File: config.mk
export PLATFORM = sky130hd
export DESIGN_NAME = cordic_vectoring_bf16
export DESIGN_NICKNAME = d
export VERILOG_FILES = /design/src/rtl/cordic_pkg.sv /design/src/rtl/fixed_to_bf16.sv /design/src/rtl/cordic_vectoring_bf16.sv
export SDC_FILE = /design/constraint.sdc
export NUM_CORES = 1
export LEC_CHECK = 0
export CORE_MARGIN = 2
export CORE_UTILIZATION = 45
export DETAILED_ROUTE_END_ITERATION = 16
export SYNTH_ARGS = -nofsm -noshare
export SYNTH_HDL_FRONTEND = slang
export SYNTH_SLANG_ARGS = --single-unit
File: constraint.sdc
create_clock -name clk -period 12 [get_ports clk]
set_input_delay 2.4 -clock clk [delete_from_list [all_inputs] [get_ports clk]]
set_output_delay 2.4 -clock clk [all_outputs]
set_load 0.02 [all_outputs]
File: src/rtl/cordic_pkg.sv
// Shared constants for the bfloat16 CORDIC engines: atan ROM, pi/2, 1/K,
// FSM state encoding and bfloat16 field widths.
package cordic_pkg;

  localparam int CORDIC_W    = 24;
  localparam int CORDIC_FRAC = 14;
  localparam int ITER_MAX    = 16;

  localparam int BF_SIGN_W = 1;
  localparam int BF_EXP_W  = 8;
  localparam int BF_MANT_W = 7;

  localparam logic [15:0] BF16_QNAN = 16'h7FC0;

  // Angles and gain in Q10.14
  localparam logic signed [CORDIC_W-1:0] PI_HALF = 24'sd25736;
  localparam logic signed [CORDIC_W-1:0] INV_K   = 24'sd9949;

  localparam logic signed [CORDIC_W-1:0] ATAN_ROM [ITER_MAX] = '{
    24'sd12868, 24'sd7596, 24'sd4014, 24'sd2037,
    24'sd1023,  24'sd512,  24'sd256,  24'sd128,
    24'sd64,    24'sd32,   24'sd16,   24'sd8,
    24'sd4,     24'sd2,    24'sd1,    24'sd1
  };

  typedef enum logic [1:0] {
    ST_IDLE  = 2'd0,
    ST_ITER  = 2'd1,
    ST_SCALE = 2'd2,
    ST_DONE  = 2'd3
  } state_e;

endpackage

File: src/rtl/fixed_to_bf16.sv
// Combinational normaliser: signed fixed point (FRAC fractional bits) to
// bfloat16 with a truncated mantissa; zero maps to +0.
module fixed_to_bf16
  import cordic_pkg::*;
#(
  parameter int W    = CORDIC_W,
  parameter int FRAC = CORDIC_FRAC
) (
  input  logic signed [W-1:0] i_fix,
  output logic [15:0]         o_bf
);

  localparam int PW = $clog2(W);

  logic [W-1:0]           w_abs;
  logic [W+BF_MANT_W-1:0] w_ext;
  logic [PW-1:0]          w_pos;
  logic [BF_EXP_W-1:0]    w_exp;
  logic [BF_MANT_W-1:0]   w_mant;

  assign w_abs = i_fix[W-1] ? -i_fix : i_fix;

  always_comb begin
    w_pos = '0;
    for (int k = 0; k < W; k++) begin
      if (w_abs[k]) w_pos = PW'(k);
    end
  end

  // Zero padding below the LSB lets small values keep a full 7-bit mantissa
  assign w_ext  = {w_abs, {BF_MANT_W{1'b0}}};
  assign w_mant = BF_MANT_W'(w_ext >> w_pos);
  assign w_exp  = BF_EXP_W'(w_pos) + BF_EXP_W'(127 - FRAC);
  assign o_bf   = (w_abs == '0) ? 16'h0000 : {i_fix[W-1], w_exp, w_mant};

endmodule

File: src/rtl/cordic_vectoring_bf16.sv
// Iterative vectoring-mode CORDIC: bfloat16 (x, y) -> magnitude, atan2(y, x).
// Define CORDIC_GAIN_COMP_EN to add a SCALE cycle that removes the CORDIC gain K.
module cordic_vectoring_bf16
  import cordic_pkg::*;
#(
  parameter int ITER = 12,
  parameter int W    = CORDIC_W,
  parameter int FRAC = CORDIC_FRAC
) (
  input  logic        clk,
  input  logic        rst_n,
  input  logic        in_valid,
  output logic        in_ready,
  input  logic [15:0] in_x,
  input  logic [15:0] in_y,
  output logic        out_valid,
  input  logic        out_ready,
  output logic [15:0] out_mag,
  output logic [15:0] out_ang,
  output logic        out_err
);

  state_e              r_state;
  logic [4:0]          r_iter;
  logic signed [W-1:0] r_x, r_y, r_z;
  logic                r_zero;

  logic                w_err_in, w_last;
  logic signed [W-1:0] w_xin, w_yin, w_xpre, w_ypre, w_zpre;
  logic signed [W-1:0] w_xs, w_ys, w_atan, w_x_nxt, w_y_nxt, w_z_nxt;
  logic signed [W-1:0] w_mag_src, w_ang_src;
  logic [15:0]         w_mag_bf, w_ang_bf, w_mag_out, w_ang_out;

  function automatic logic signed [W-1:0] bf16_to_fixed(input logic [15:0] v);
    logic [7:0]   e;
    logic [W-1:0] m;
    e = v[14:7];
    m = W'({1'b1, v[6:0]});
    if (e < 8'd112) m = '0;
    else if (e >= 8'd120) m = m << (e - 8'd120);
    else m = m >> (8'd120 - e);
    bf16_to_fixed = v[15] ? -$signed(m) : $signed(m);
  endfunction

  assign w_err_in  = (in_x[14:7] >= 8'd134) || (in_y[14:7] >= 8'd134);
  assign w_xin     = bf16_to_fixed(in_x);
  assign w_yin     = bf16_to_fixed(in_y);
  assign in_ready  = (r_state == ST_IDLE);
  assign out_valid = (r_state == ST_DONE);
  assign w_last    = (r_iter == 5'(ITER - 1));

  // Left half-plane is folded into the right half so the iterations converge
  always_comb begin
    w_xpre = w_xin;
    w_ypre = w_yin;
    w_zpre = '0;
    if (w_xin[W-1]) begin
      if (!w_yin[W-1]) begin
        w_xpre = w_yin;
        w_ypre = -w_xin;
        w_zpre = W'(PI_HALF);
      end else begin
        w_xpre = -w_yin;
        w_ypre = w_xin;
        w_zpre = -W'(PI_HALF);
      end
    end
  end

  assign w_xs   = r_x >>> r_iter;
  assign w_ys   = r_y >>> r_iter;
  assign w_atan = W'(ATAN_ROM[r_iter[3:0]]);

  always_comb begin
    if (!r_y[W-1]) begin
      w_x_nxt = r_x + w_ys;
      w_y_nxt = r_y - w_xs;
      w_z_nxt = r_z + w_atan;
    end else begin
      w_x_nxt = r_x - w_ys;
      w_y_nxt = r_y + w_xs;
      w_z_nxt = r_z - w_atan;
    end
  end

`ifdef CORDIC_GAIN_COMP_EN
  logic signed [W-1:0]   w_invk;
  logic signed [2*W-1:0] w_prod;
  assign w_invk    = W'(INV_K);
  assign w_prod    = (2*W)'(r_x) * (2*W)'(w_invk);
  assign w_mag_src = W'(w_prod >>> FRAC);
  assign w_ang_src = r_z;
`else
  assign w_mag_src = w_x_nxt;
  assign w_ang_src = w_z_nxt;
`endif

  fixed_to_bf16 #(.W(W), .FRAC(FRAC)) u_mag_norm (
    .i_fix (w_mag_src),
    .o_bf  (w_mag_bf)
  );

  fixed_to_bf16 #(.W(W), .FRAC(FRAC)) u_ang_norm (
    .i_fix (w_ang_src),
    .o_bf  (w_ang_bf)
  );

  assign w_mag_out = w_mag_bf & 16'h7FFF;
  assign w_ang_out = r_zero ? 16'h0000 : w_ang_bf;

  always_ff @(posedge clk or negedge rst_n) begin
    if (!rst_n) begin
      r_state <= ST_IDLE;
      r_iter  <= '0;
      out_mag <= 16'h0000;
      out_ang <= 16'h0000;
      out_err <= 1'b0;
    end else begin
      case (r_state)
        ST_IDLE: begin
          if (in_valid) begin
            r_iter <= '0;
            if (w_err_in) begin
              r_state <= ST_DONE;
              out_err <= 1'b1;
              out_mag <= BF16_QNAN;
              out_ang <= BF16_QNAN;
            end else begin
              r_state <= ST_ITER;
            end
          end
        end
        ST_ITER: begin
          r_iter <= r_iter + 5'd1;
          if (w_last) begin
`ifdef CORDIC_GAIN_COMP_EN
            r_state <= ST_SCALE;
`else
            r_state <= ST_DONE;
            out_err <= 1'b0;
            out_mag <= w_mag_out;
            out_ang <= w_ang_out;
`endif
          end
        end
`ifdef CORDIC_GAIN_COMP_EN
        ST_SCALE: begin
          r_state <= ST_DONE;
          out_err <= 1'b0;
          out_mag <= w_mag_out;
          out_ang <= w_ang_out;
        end
`endif
        ST_DONE: begin
          if (out_ready) r_state <= ST_IDLE;
        end
        default: r_state <= ST_IDLE;
      endcase
    end
  end

  // Datapath registers carry no reset; validity comes from r_state alone
  always_ff @(posedge clk) begin
    if (r_state == ST_IDLE && in_valid) begin
      r_x    <= w_xpre;
      r_y    <= w_ypre;
      r_z    <= w_zpre;
      r_zero <= (w_xin == '0) && (w_yin == '0);
    end else if (r_state == ST_ITER) begin
      r_x <= w_x_nxt;
      r_y <= w_y_nxt;
      r_z <= w_z_nxt;
    end
  end

endmodule

==> results by group <==
Synthesis
  – Ys flop type: edfxtp_1
  – Async set or reset register ratio after synthesis: 34.8%
  – Syn_area_per_cell: 7.50 sq um
  – Post-synth top area share: 10.0%
  – Synth Instances: 2,916
  – Post-synth EDFFs: 73
  – Synthesis-stage register bit count: 112
  – Yosys top cell by area: edfxtp_1
  – Yosys cell types: roughly 110
  – Synth warn: 0
  – Synth area leaders: edfxtp_1 10%, mux2i_1 6.5%, xnor2_1 5.9%
  – Top post-synthesis cells by count: 294 x nand2_1, 288 x nor2_1, 231 x a21oi_1
  – Mapped Nets: 3,050
  – Cell Area, Synth: 0.0219 sq mm
  – Dominant cell by count in the synthesized netlist: nand2_1
  – Register area share after synthesis: 14.5%

Clock network
  – H-Tree Level Count: 3
  – CTS buffer count: 9
  – Post-CTS Setup Bufs: 0
  – Clk root buf: clkbuf_16
  – Reg clk slew, reported paths: 80 ps
  – CTS tree: built
  – CTS sink count: approximately 110
  – Worst skew pair latency: around 400 ps
  – Cts hold-fix bufs: 0
  – Post-cts resize count: 0
  – CTS max path bufs: 2

Global routing
  – Vias in the first global route: 21,500
  – Largest net degree at the start of global routing: 75
  – Gr ovfl total: 0
  – GRT Util Overall: 29.8%
  – Antenna violations before repair: 0
  – First-pass GRT wire length: approximately 120 mm

Critical path
  – Worst Path Buf+Inv: 1
  – R2R Path Start: r_iter[1]
  – CP arrival: 10,570 ps
  – CP Launch Type: register
  – CP Capture Type: register
  – R2r endpoint: out_mag[2]
  – Crit path max-delay family: compound AO/OA/AOI/OAI gates
  – Flop2flop setup slack: 1750 ps
  – CP Class: reg2reg
  – Worst Path Max Fanout: 38
  – Most used cell, CP: and3_1
  – Slowest Stage Delay on Critical Path: 900 ps
  – Critical-path top delay cell: dfrtp_2
  – Worst reg-to-reg path cell count: 30
  – Data required, critical path: around 12,000 ps

Drt
  – Vias: about 23,000
  – Vias per std cell: 6.51
  – Drt first pass iters: 7
  – # DRC: 0
  – Initial DRC count: between 2,000 and 2,500
  – Final WL: about 76 mm
  – Final ANT Viol Nets: 0
  – Wire per inst: 22.0 microns

STA
  – Final setup fails: 0
  – Slew @ Worst Pin: 1220 ps
  – Clock Skews: 9.05 ps
  – Final Hold Viols: 0
  – Rel. slew slack: 18.4%
  – Tmin final: 10,250 ps
  – Unrepaired setup endpoints after global routing: false
  – F_max: 97.5 MHz
  – Fin. max-slew vios: 0
  – Period Utilization, post-route: a little under nine tenths
  – TNS Setup: 0 ps

Floorplanning
  – Die Wd: between 200 and 250 microns
  – # IOs: 71
  – Die Span Y: roughly 220 microns
  – Die area: 0.0504 sq mm
  – Core Area: 0.0478 sq mm
  – Effective utilization at floorplan: 45.7%
  – Num rows: 80

Finish
  – Layout cells sized above 1: ~7.5%
  – Diodes inserted: 0
  – Fin nets: 2,988
  – Fillers: between 4,000 and 5,000
  – Area Growth Syn to Fin: 5.66%
  – Area occupied by multi-input gates: 0.0177 sq mm
  – Finished Cell Area: 0.0231 sq mm
  – Seq. cell area: about 0.0032 sq mm

Place
  – Cell Area, Placed: 0.0228 sq mm
  – Port Buffers: 69
  – Post-DP HPWL: 59.6 mm
  – GPL Wtd Cong: approximately 0.94

Flow run
  – Max-cap viol count: 0

Worst hold path
  – Hold path start: out_ang[4]
  – Hold Crit Class: reg2reg
  – Hold Path End: out_ang[4]
  – Min-Delay Path Depth: 2

Status
  – Status: finished, final reports clean
[flip-flops by register name, summed over array words and instances (netlist names)]
signal / cells
r_iter: 5
out_err: 1
r_y: 24
out_mag: 15
r_zero: 1
r_x: 24
r_state: 2
r_z: 24
out_ang: 16
[cells by family after synthesis]
logic type / Yosys count / synth area share [%]
xor gates and xnor gates: 239 / 9.76
muxes: 235 / 13.8
and+or+nand+nor: 1064 / 23.8
buffers and inverters: 254 / 5.02
DFF: 112 / 14.5
AOI/OAI and AO/OA: 913 / 27.4
adders and majority gates: 98 / 5.71
other: 1 / 0.0171
[how the worst max path moves through the flow]
stage | endpoint | slack [ps] | from | cells after the start
2_1_floorplan | out_ang[5] | 3720 | r_iter[3] | 38
6_report | out_mag[2] | 1750 | r_iter[1] | 30
5_1_grt | out_mag[2] | 1100 | r_iter[3] | 27
3_5_place_dp | out_mag[2] | 2040 | r_iter[1] | 30
4_1_cts | out_mag[2] | 1980 | r_iter[1] | 30
3_3_place_gp | out_mag[2] | 2050 | r_iter[1] | 30
[tightest hold or removal path, delay by kind of cell, from the launching register on]
kind / cells / cell delay [ps]
and+or+nand+nor: 1 / 40
AOI/OAI and AO/OA: 1 / 60
DFF: 1 / 350
[metal layers]
metal	global-route usage, %	wire [microns]	up-vias
met5	0	0	-
li1	-	-	10800
met4	9.19	2030	0
met3	2.14	3430	114
met2	53.7	38200	695
met1	37.8	32800	11000
[through the flow]
stage | util [%] | hold slack (ps) | cells | setup WS [ps]
2_1_floorplan | - | 495 | 2916 | 3720
3_3_place_gp | 47.6 | 463 | 3458 | 2050
3_5_place_dp | 47.6 | 469 | 3458 | 2040
4_1_cts | 48.3 | 493 | 3474 | 1980
5_1_grt | 48.3 | 520 | 3474 | 1100
6_report | 48.3 | 484 | 3474 | 1750
[placed cells by master (no fill, tap or decap), types with 10 or more instances in the layout]
cell	instances
nand2_1	293
nor2_1	287
a21oi_1	229
o21ai_0	189
xnor2_1	147
mux2i_1	141
ha_1	95
nor3_1	93
xor2_1	85
inv_1	83
edfxtp_1	73
nand3_1	68
clkdlybuf4s50_1	68
nand2b_1	53
a211oi_1	50
mux4_2	48
a31oi_1	48
mux2_2	44
o22ai_1	42
and3_1	40
a21o_1	35
dfrtp_1	35
nor2b_1	34
o211ai_1	33
o21a_1	32
or2_2	32
and2_1	32
buf_4	25
nand4_1	24
o31ai_1	23
or3_1	20
o21bai_1	20
nor4_1	17
a21boi_0	15
a22oi_1	15
a2111oi_0	13
a32o_1	12
a311oi_1	11
clkbuf_16	10
[cell type report]
class	count	area share [%]
Sequential cell	112	13.7
Inverter	87	1.41
Timing Repair Buffer	94	3.78
Multi-Input combinational cell	2550	76.4
Tap cell	615	3.33
Clock buffer	12	1.20
Clock inverter	4	0.146
Power is left out: the tool's default activity adds up to more than one toggle a clock period on the data nets, which glitch-free logic cannot reach.
